### config.mk
export PLATFORM = sky130hd
export DESIGN_NAME = key_collect
export DESIGN_NICKNAME = d
export VERILOG_FILES = /design/src/rtl/key_collect.sv
export SDC_FILE = /design/constraint.sdc
export NUM_CORES = 1
export LEC_CHECK = 0
export ABC_AREA = 1
export CAP_MARGIN = 20
export CORE_MARGIN = 1
export CORE_UTILIZATION = 52
export DETAILED_ROUTE_END_ITERATION = 8
export PLACE_DENSITY = 0.87
export SKIP_LAST_GASP = 1
export SYNTH_ARGS = -nofsm -noshare
export SYNTH_HDL_FRONTEND = slang
export SYNTH_SLANG_ARGS = --single-unit
### constraint.sdc
create_clock -name clk -period 3.1 [get_ports clk]
set_input_delay 0.465 -clock clk [delete_from_list [all_inputs] [get_ports clk]]
set_output_delay 0.465 -clock clk [all_outputs]
set_load 0.02 [all_outputs]
### src/rtl/key_collect.sv
// rtl/key_collect.sv - collect three keys by holding pick over each, then open the door
//
// Ports:
//   clk, rst_n       single clock domain, asynchronous active-low reset
//   state [3:0]      game state (STAGE1=2, SUCCESS1=3 keep progress; anything else clears)
//   player_x [8:0]   player box left edge, 0..319
//   player_y [8:0]   player box top edge, 0..239
//   pick             debounced action button level
//   frame_tick       one-clk pulse per video frame
//   key_find [1:0]   keys collected so far (3 = door phase)
//   hold_cnt [4:0]   frames held on the current key
//   key_taken        one-clk pulse when a key is collected
//   stage_clear      one-clk pulse when the door opens
module key_collect #(
  parameter int HOLD_FRAMES = 30,
  parameter int PLAYER_W    = 16,
  parameter int PLAYER_H    = 16
) (
  input  logic       clk,
  input  logic       rst_n,
  input  logic [3:0] state,
  input  logic [8:0] player_x,
  input  logic [8:0] player_y,
  input  logic       pick,
  input  logic       frame_tick,
  output logic [1:0] key_find,
  output logic [4:0] hold_cnt,
  output logic       key_taken,
  output logic       stage_clear
);

  localparam logic [3:0] ST_STAGE1   = 4'd2;
  localparam logic [3:0] ST_SUCCESS1 = 4'd3;
  localparam logic [4:0] HOLD_LAST   = 5'(HOLD_FRAMES - 1);

  typedef enum logic [1:0] {IDLE, HOLD, WAIT_REL, CLEARED} fsm_t;

  fsm_t       fsm_q, fsm_d;
  logic [1:0] key_find_d;
  logic [4:0] hold_cnt_d;
  logic       key_taken_d, stage_clear_d;

  logic [9:0] bx0, bx1, by0, by1;
  logic [9:0] px, py;
  logic       overlap;

  // Target box follows collection progress; index 3 is the door.
  always_comb begin
    bx0 = 10'd65;  bx1 = 10'd85;  by0 = 10'd35;  by1 = 10'd55;
    case (key_find)
      2'd0: begin bx0 = 10'd65;  bx1 = 10'd85;  by0 = 10'd35;  by1 = 10'd55;  end
      2'd1: begin bx0 = 10'd235; bx1 = 10'd255; by0 = 10'd35;  by1 = 10'd55;  end
      2'd2: begin bx0 = 10'd235; bx1 = 10'd255; by0 = 10'd205; by1 = 10'd225; end
      default: begin bx0 = 10'd145; bx1 = 10'd175; by0 = 10'd0; by1 = 10'd16; end
    endcase
  end

  // 10-bit sums so the right/bottom edge never wraps near the screen limit.
  assign px = {1'b0, player_x};
  assign py = {1'b0, player_y};
  assign overlap = (px < bx1) && ((px + 10'(PLAYER_W)) > bx0) &&
                   (py < by1) && ((py + 10'(PLAYER_H)) > by0);

  always_comb begin
    fsm_d         = fsm_q;
    key_find_d    = key_find;
    hold_cnt_d    = hold_cnt;
    key_taken_d   = 1'b0;
    stage_clear_d = 1'b0;
    if (state != ST_STAGE1 && state != ST_SUCCESS1) begin
      fsm_d      = IDLE;
      key_find_d = 2'd0;
      hold_cnt_d = 5'd0;
    end else if (state == ST_STAGE1) begin
      // SUCCESS1 falls through with everything frozen.
      case (fsm_q)
        IDLE: begin
          if (pick && overlap) begin
            if (key_find != 2'd3) begin
              fsm_d      = HOLD;
              hold_cnt_d = 5'd0;
            end else begin
              fsm_d         = CLEARED;
              stage_clear_d = 1'b1;
            end
          end
        end
        HOLD: begin
          // Abort is checked before frame_tick so a release on a tick never counts.
          if (!pick || !overlap) begin
            fsm_d      = IDLE;
            hold_cnt_d = 5'd0;
          end else if (frame_tick) begin
            if (hold_cnt >= HOLD_LAST) begin
              if (key_find != 2'd3) key_find_d = key_find + 2'd1;
              key_taken_d = 1'b1;
              hold_cnt_d  = 5'd0;
              fsm_d       = WAIT_REL;
            end else begin
              hold_cnt_d = hold_cnt + 5'd1;
            end
          end
        end
        WAIT_REL: begin
          if (!pick) fsm_d = IDLE;
        end
        CLEARED: begin
          fsm_d = CLEARED;
        end
        default: fsm_d = IDLE;
      endcase
    end
  end

  always_ff @(posedge clk or negedge rst_n) begin
    if (!rst_n) begin
      fsm_q       <= IDLE;
      key_find    <= 2'd0;
      hold_cnt    <= 5'd0;
      key_taken   <= 1'b0;
      stage_clear <= 1'b0;
    end else begin
      fsm_q       <= fsm_d;
      key_find    <= key_find_d;
      hold_cnt    <= hold_cnt_d;
      key_taken   <= key_taken_d;
      stage_clear <= stage_clear_d;
    end
  end

endmodule

-- Word-level counts from Yosys, hierarchy flattened
Index checks and enable logic that the tools add are counted.
W data, S select, Z words.
- latch bits: 0
- word-level logic and storage cells: 89
- bits in read-only memories: 0
- register bits: 11
- RAM bits: 0
- memories: 0
- $add $sub $neg: 4
- reductions and logical operators: 21
- order comparisons: 5
- equal/unequal tests: 15
- mux-type cells: 39
- $mul: 0
- div/mod/pow operators: 0
- shift operators: 0
- bitwise logic cells: 0
- operator list (operator ; number):
    $pmux W8 S2 ; 4
    $mux W5 ; 7
    $mux W2 ; 15
    $add A9 B5 Y10 const B ; 2
    $gt A10 B10 Y1 ; 2
    $lt A9 B10 Y1 ; 2
    $mux W1 ; 11
    $pmux W5 S2 ; 1
    $reduce_and A5 Y1 ; 2
    $reduce_bool A2 Y1 ; 5
    $ne A3 B3 Y1 const B ; 3
    $ne A4 B2 Y1 const B ; 2
    $ne A4 B4 Y1 const B ; 2
    $pmux W2 S4 ; 1
    $eq A2 B2 Y1 const B ; 3
    $reduce_and A6 Y1 ; 1
    $add A5 B1 Y5 const B ; 1
    $ge A5 B5 Y1 const B ; 1
    $logic_and A1 B1 Y1 ; 5
    $eq A2 B1 Y1 const B ; 2
    $eq A4 B2 Y1 const B ; 1
    $logic_not A2 Y1 ; 2
    $ne A2 B2 Y1 const B ; 2
    $reduce_or A2 Y1 ; 2
    4 further kinds ; 5

-- Logic depth before layout (Yosys ltp)
Gate-level depths: netlist of run 1.
- depth in word-level cells: 13
- mapped depth: 23

-- Worst setup path after synthesis of run 1
Ideal clock, no wire load.
- path kind: flip-flop to flip-flop
- start point: reg key_find[0]
- end point: reg hold_cnt[3]
- path slack: 591 ps
- stages on the path, launching flop included: 23
- data required time: 2977 ps
- arrival: 2386 ps
- buffers on the path: 0
- path through: dfrtp_1 > inv_1 > ha_1 > inv_1 > nand2_1 > nand2_1 > ha_1 > nand2_1 > nand2_1 > nand2_1 > nand2_1 > nand2_1 > nand2_1 > nand2_1 > nand2_1 > nand2_1 > nand2_1 > nor2_4 > nand2_2 > nand2_4 > nand3_4 > nand2_1 > o21ai_1
- longest elaborated chain between the ends: 13
- ends and longest elaborated chain (item ; line ; source):
    start: declaration ; 26 ; output logic [1:0] key_find,
    start signal: assignment ; 124 ; key_find <= key_find_d;
    $eq A2 B2 Y1 / $eq A2 B1 Y1 (equally long branches) ; 50 ; case (key_find)
    $reduce_or A2 Y1 (no line) ; n/a ;
    $pmux W8 S2 ; 50 ;
    $lt A9 B10 Y1 / $gt A10 B10 Y1 (equally long branches) ; 61 ; assign overlap = (px < bx1) && ((px + 10'(PLAYER_W)) > bx0) &&
    $logic_and A1 B1 Y1 (2 in series) ; 61 ;
    $logic_and A1 B1 Y1 ; 62 ; (py < by1) && ((py + 10'(PLAYER_H)) > by0);
    $logic_not A1 Y1 ; 90 ; if (!pick || !overlap) begin
    $logic_or A1 B1 Y1 ; 90 ;
    $mux W5 ; 90 ;
    $pmux W5 S2 ; 76 ; case (fsm_q)
    $mux W5 ; 74 ; end else if (state == ST_STAGE1) begin
    $mux W5 ; 70 ; if (state != ST_STAGE1 && state != ST_SUCCESS1) begin
    end signal: assignment ; 125 ; hold_cnt <= hold_cnt_d;
    end: declaration ; 27 ; output logic [4:0] hold_cnt,
Parallel ways exist; a longest one is shown, timed or not. The select of a mux whose other input is x is not followed.
A chain may end at the register's enable or synchronous reset.

-- Final worst setup path of run 1
- start point: reg key_find[0]
- end point: reg hold_cnt[1]
The elaborated chain is that of the path after synthesis.

==> results.txt, run 1 <==
CORE AREA: 2850 µm²
TritonCTS clock tree: done
CP Data Required Time: 3260 ps
Clock Skews: 4.02 ps
Die H: 57.8 µm
H-tree lvl count: 1
Static leakage: 1.06 nW
RR Startpoint: key_find[0]
Worst-Margin Slew: 475 ps
Synth Cell Area: 1620 µm²
Mapped Cells: 229
Seq/Total Area, Yosys: 17.0%
CTS sink count: 11
Core Rows: 19
Yosys warns: 0
Most frequent cells in the layout: 59 x nand2_1, 36 x inv_1, 36 x ha_1
Die width: 57.8 µm
Setup CP Type: register to register
Met3 Usage GRT: 2.68%
Initial core utilization: 56.8%
Post-CTS setup buffers: 0
Pwr/cell area: 202 nW/µm²
Vias in the first global route: 1428
WL/cell: 11.1 µm
Final Net Count: 331
Final Hold Fails: 0
Fmax: 363 MHz
Flops & latches, synth: 11
Hold WC Path Type: input port to asynchronous set/reset pin
Period utilisation layout: 88.8%
ANT cells: 0
Overflow after GRT: 0
DRT iter0 DRCs: 58
Worst-path clk slew: 70 ps
Failing checks: DRC
I/O Buffers: 34
Via count: 1552
Busiest grt layer: met2
Commonest non-fill, non-tap cell in the layout: nand2_1
Crit. Startpoint: key_find[0]
Fill count: 242
Worst skew pair latency: 270 ps
Maximum vdd drop: 0.000241 V
Crit path capture type: register
Setup TNS: 0 ps
Worst endpoint data arrival time: 2910 ps
Antenna Nets Post-Route: 0
First-pass GRT wire length: 5620 µm
I/O Pins: 35
GP Congestion: 0.920
Initial antenna violation count: 0
Final Critical Period: 2750 ps
Clock Tree Buf Depth: 2
Pin count of the biggest net entering global routing: 12
Final Slew Violations: 0
Post-synthesis net count: 292
Met1 Usage GRT: 26.9%
CP startpoint kind: register
TritonCTS buffer count: 3
Post-Route WL: 3310 µm
Final core utilization: 71.1%
Gr usage total: 21.1%
Dpl hpwl: 2880 µm
CTS root buf: clkbuf_4
1st-pass router iterations: 6
Syn_area_per_cell: 7.08 µm²
Die ar.: 3350 µm²
Crit path max fanout: 10
Residual DRC: 5
DR vias/cell: 5.21
Distinct cells, synth: 31
Max-Cap Viols: 0
Status: complete, but fails checks
Max_slew headroom: 68.3%
Layout cells sized above 1: 6.74%
Unrepaired setup endpoints after global routing: false
Endpoints failing setup: 0
Layout area overhead: 25.2%
Grt met2 use: 38.3%
synth_stat cells:
| cell type | n | area, µm² |
|---|---|---|
| a21boi_0 | 1 | 7.51 |
| a21o_1 | 1 | 7.51 |
| a21oi_1 | 7 | 35.0 |
| a21oi_2 | 1 | 8.76 |
| a31oi_1 | 2 | 12.5 |
| dfrtp_1 | 11 | 275 |
| ha_1 | 37 | 463 |
| inv_1 | 36 | 135 |
| nand2_1 | 59 | 221 |
| nand2_2 | 1 | 6.26 |
| nand2_4 | 2 | 22.5 |
| nand3_1 | 15 | 75.1 |
| nand3_2 | 1 | 10.0 |
| nand3_4 | 1 | 17.5 |
| nand3b_1 | 1 | 7.51 |
| nand4_1 | 3 | 18.8 |
| nand4_2 | 2 | 25.0 |
| nor2_1 | 15 | 56.3 |
| nor2_2 | 3 | 18.8 |
| nor2_4 | 1 | 11.3 |
| nor3_1 | 2 | 10.0 |
| nor4_1 | 1 | 6.26 |
| o211ai_1 | 1 | 7.51 |
| o21ai_0 | 5 | 25.0 |
| o21ai_1 | 7 | 35.0 |
| o21ai_2 | 1 | 8.76 |
| o21bai_1 | 1 | 7.51 |
| or2_0 | 2 | 12.5 |
| or2_1 | 1 | 6.26 |
| or2_2 | 1 | 6.26 |
| xor2_1 | 7 | 61.3 |
critical path: stages (launching register included):
cell and delay [ps]:
dfrtp_1 440, inv_1 150, ha_2 270, inv_1 50, nand2_1 70, nand2_1 120, ha_1 310, nand2_1 70
nand2_1 60, nand2_1 60, nand2_1 40, nand2_1 50, nand2_1 60, nand2_1 60, nand2_1 40, nand2_1 60
nand2_1 80, nor2_4 140, nand2_2 110, nand2_4 100, nand3_4 130, nand2_1 100, o21ai_1 60
state kept, by name, indices dropped and copies added, names as in the netlist:
name,flops
fsm_q,2
key_taken,1
key_find,2
hold_cnt,5
stage_clear,1
through the flow:
step,setup WS [ps],total power [mW],cells,hold WS (ps),cell area [µm²]
5_1_grt,9.07,0.448,298,551,2030
3_3_place_gp,287,0.312,294,541,2000
4_1_cts,264,0.413,298,529,2030
6_report,348,0.410,298,513,2030
3_5_place_dp,203,0.316,294,541,2000
2_1_floorplan,591,0.251,229,169,1620
what timing repair did:
| item | 4_1_cts | 5_1_grt |
|---|---|---|
| hold endpoints to repair | 0 | 0 |
| resized for setup | 0 | 1 |
| hold buffers | 0 | 0 |
| endpoints found under the setup margin | 0 | 9 |
layout make-up:
type,count,area (µm²),area share (%)
flip-flops and latches,11,275,13.6
repair buffers,34,340,16.8
clock buffers,4,26.3,1.29
well taps,31,38.8,1.91
inverters,36,135,6.66
multi-input cells,182,1210,59.8
where the power goes:
group	total [mW]	switching, mW	leakage [nW]	internal [mW]
clock	0.0969	0.0470	0.0150	0.0499
combinational	0.166	0.0881	0.895	0.0779
sequential	0.148	0.00230	0.153	0.145
path summary, 6_finish.rpt:
| check | end | depth (start not counted) | slack (ps) |
|---|---|---|---|
| worst min-delay path | hold_cnt[4] | 1 | 510 |
| max in group asynchronous | key_find[0] | 1 | 2260 |
| worst max register to register | hold_cnt[1] | 22 | 350 |
| worst max-delay path | hold_cnt[1] | 22 | 350 |
| worst min register to register | fsm_q[1] | 2 | 560 |
| min in group clk | fsm_q[1] | 2 | 560 |
cells by family after synthesis:
family	share of synthesized area, %
AOI/OAI and AO/OA	9.57
DFF	17.0
xor gates and xnor gates	3.78
buffers and inverters	8.33
adders and majority gates	28.5
and+or+nand+nor	32.8
metal layers:
layer / part of all wire (%) / vias up
met2: 48 / 30
met1: 48 / 693
li1: - / 825
met4: 0.48 / 0
met3: 3.6 / 4
met5: 0 / -
No activity file was read; power rests on OpenSTA's default activity.
==> run 2: changes to the inputs <==
==> constraint.sdc (replaced) <==
create_clock -name clk -period 2.6 [get_ports clk]
set_input_delay 0.39 -clock clk [delete_from_list [all_inputs] [get_ports clk]]
set_output_delay 0.39 -clock clk [all_outputs]
set_load 0.02 [all_outputs]
==> results.txt, run 2 (same netlist as run 1, synthesis figures left out) <==
CP Data Required Time: 2760 ps (-500 ps)
Residual DRC: 4 (-1)
Worst endpoint data arrival time: 2930 ps (+20 ps)
Clock Skews: 3.58 ps (-0.441 ps)
Maximum vdd drop: 0.000259 V (+7.4%)
GP Congestion: 0.895 (-2.7%)
Via count: 1761 (+13%)
Int Pwr: 0.350 mW (+28%)
1st-pass router iterations: 8 (+2)
Largest regs: hold_cnt x5, fsm_q x2, key_find x2
First-pass GRT wire length: 6340 µm (+13%)
Top reg by flops: hold_cnt
Worst-Margin Slew: 510 ps (+35.0 ps)
Unrepaired setup endpoints after global routing: true
Worst skew pair latency: 280 ps (about the same)
NetSw: 0.200 mW (+45%)
Hold WC Path Type: input port to asynchronous set/reset pin
Final core utilization: 81.5% (+10 points)
Static leakage: 1.17 nW (+10%)
Die width: 57.8 µm (unchanged)
TritonCTS buffer count: 3 (unchanged)
WL/cell: 14.5 µm (+31%)
Layout cells sized above 1: 22.7% (+16 points)
Placed Instances: 304 (+3.4%)
Die ar.: 3350 µm² (unchanged)
Failing checks: DRC, setup timing
Setup TNS: -928 ps (-928 ps)
ANT cells: 0 (unchanged)
Final Slew Violations: 0 (unchanged)
Initial core utilization: 56.8% (unchanged)
CP startpoint kind: register
Core Rows: 19 (unchanged)
Period utilisation layout: 106% (+17 points)
Slowest CP cell: dfrtp_2
I/O Pins: 35 (unchanged)
Antenna Nets Post-Route: 0 (unchanged)
Crit path max fanout: 6 (-4)
Max_slew headroom: 65.9% (-2.3 points)
I/O Buffers: 34 (unchanged)
Final Critical Period: 2760 ps (+10.2 ps)
Fmax: 362 MHz (-0.37%)
Final Hold Fails: 0 (unchanged)
Overflow after GRT: 0 (unchanged)
Post-Route WL: 4610 µm (+39%)
Worst path max stage delay: 470 ps (+30 ps)
Vias in the first global route: 1578 (+11%)
Fin area: 2330 µm² (+15%)
H-tree lvl count: 1 (unchanged)
CTS root buf: clkbuf_4
DRT iter0 DRCs: 101 (+74%)
Gate power share: 45.4% (+5.0 points)
Clock Power Share: 22.4% (-1.2 points)
CTS sink count: 11 (unchanged)
Placed cell areas: 2080 µm² (+3.8%)
Clock Tree Buf Depth: 2 (unchanged)
Final non-filler cell total: 317 (+6.4%)
Pwr/cell area: 236 nW/µm² (+17%)
Seq pwr share: 32.2% (-3.7 points)
Final Net Count: 350 (+5.7%)
CORE AREA: 2850 µm² (unchanged)
Number of flip-flops in the largest register: 5 (unchanged)
DR vias/cell: 5.56 (+6.7%)
Commonest non-fill, non-tap cell in the layout: nand2_1
CP cell instances: inv_4 -> buf_4 -> ha_2 -> inv_2 -> ha_1 -> nand2_1 -> nor2_1 -> nand2_1 -> nor2_1 -> nor2_2 -> nor2_4 -> nand2_4 -> o21ai_2 -> nand3_1 -> o21ai_0
Initial antenna violation count: 0 (unchanged)
Gr usage total: 24.2% (+3.1 points)
Setup CP Type: register to register
Die H: 57.8 µm (unchanged)
Pin count of the biggest net entering global routing: 12 (unchanged)
Endpoints failing setup: 9 (+9)
Dpl hpwl: 3080 µm (+6.8%)
Setup ws final: -163 ps (-510 ps)
Max-Cap Viols: 0 (unchanged)
TritonCTS clock tree: done
Layout area overhead: 43.4%
Crit path capture type: register
Status: complete, but fails checks
Net Sw Frac: 36.3% (+2.9 points)
Worst-path clk slew: 80 ps (about the same)
Most frequent cells in the layout: 48 x nand2_1, 33 x clkdlybuf4s50_1, 32 x ha_1
==> run 2: power groups by stage <==
stage | Sequential (mW) | Clock (mW) | Combinational [mW]
detailed placement | 0.179 | 0 | 0.208
global route | 0.177 | 0.131 | 0.278
finish | 0.177 | 0.123 | 0.249
global placement | 0.179 | 0 | 0.202
floorplan | 0.180 | 0 | 0.120
CTS | 0.176 | 0.119 | 0.210
==> run 2: final timing paths <==
check	startpoint	end	slack [ps]	cells past startpoint
min	rst_n	hold_cnt[3]	450	1
max in group asynchronous	rst_n	key_find[0]	1780	1
min reg2reg	fsm_q[1]	fsm_q[1]	550	2
max	key_find[0]	key_find[1]	-160	15
min in group clk	fsm_q[1]	fsm_q[1]	550	2
max reg2reg	key_find[0]	key_find[1]	-160	15
==> run 2: critical path, delay by kind of cell (launching register included) <==
family                     cells  cell delay (ps)
AOI/OAI and AO/OA              2              350
buffers and inverters          3              290
DFF                            1              470
adders and majority gates      2              470
and+or+nand+nor                8             1070
==> run 2: layout make-up <==
cell class / count / area (µm²)
multi-input combinational: 183 / 1370
clock buffer: 4 / 26.3
sequential: 11 / 278
tap: 31 / 38.8
fill: 172 / 527
timing repair buffer: 52 / 478
inverter: 36 / 140
==> run 2: through the flow <==
step	total power, mW	hold WS, ps	setup slack (ps)
6_report	0.549	448	-163
5_1_grt	0.587	474	-290
4_1_cts	0.505	448	12.8
3_5_place_dp	0.387	540	-160
3_3_place_gp	0.381	536	-90.8
2_1_floorplan	0.299	94.4	91.4
==> run 2: repair_timing <==
item | in CTS | in global routing
pin swaps | 0 | 18
buffers inserted | 0 | 8
cloned | 0 | 1
gates resized for setup | 1 | 42
hold buffers | 0 | 0
endpoints found under the setup margin | 5 | 11
==> run 2: metal layers <==
layer / GRT usage (%) / wire (µm)
met5: 0 / 0
met4: 7.48 / 136
met3: 4.69 / 264
met2: 42.2 / 2330
met1: 30.0 / 1880
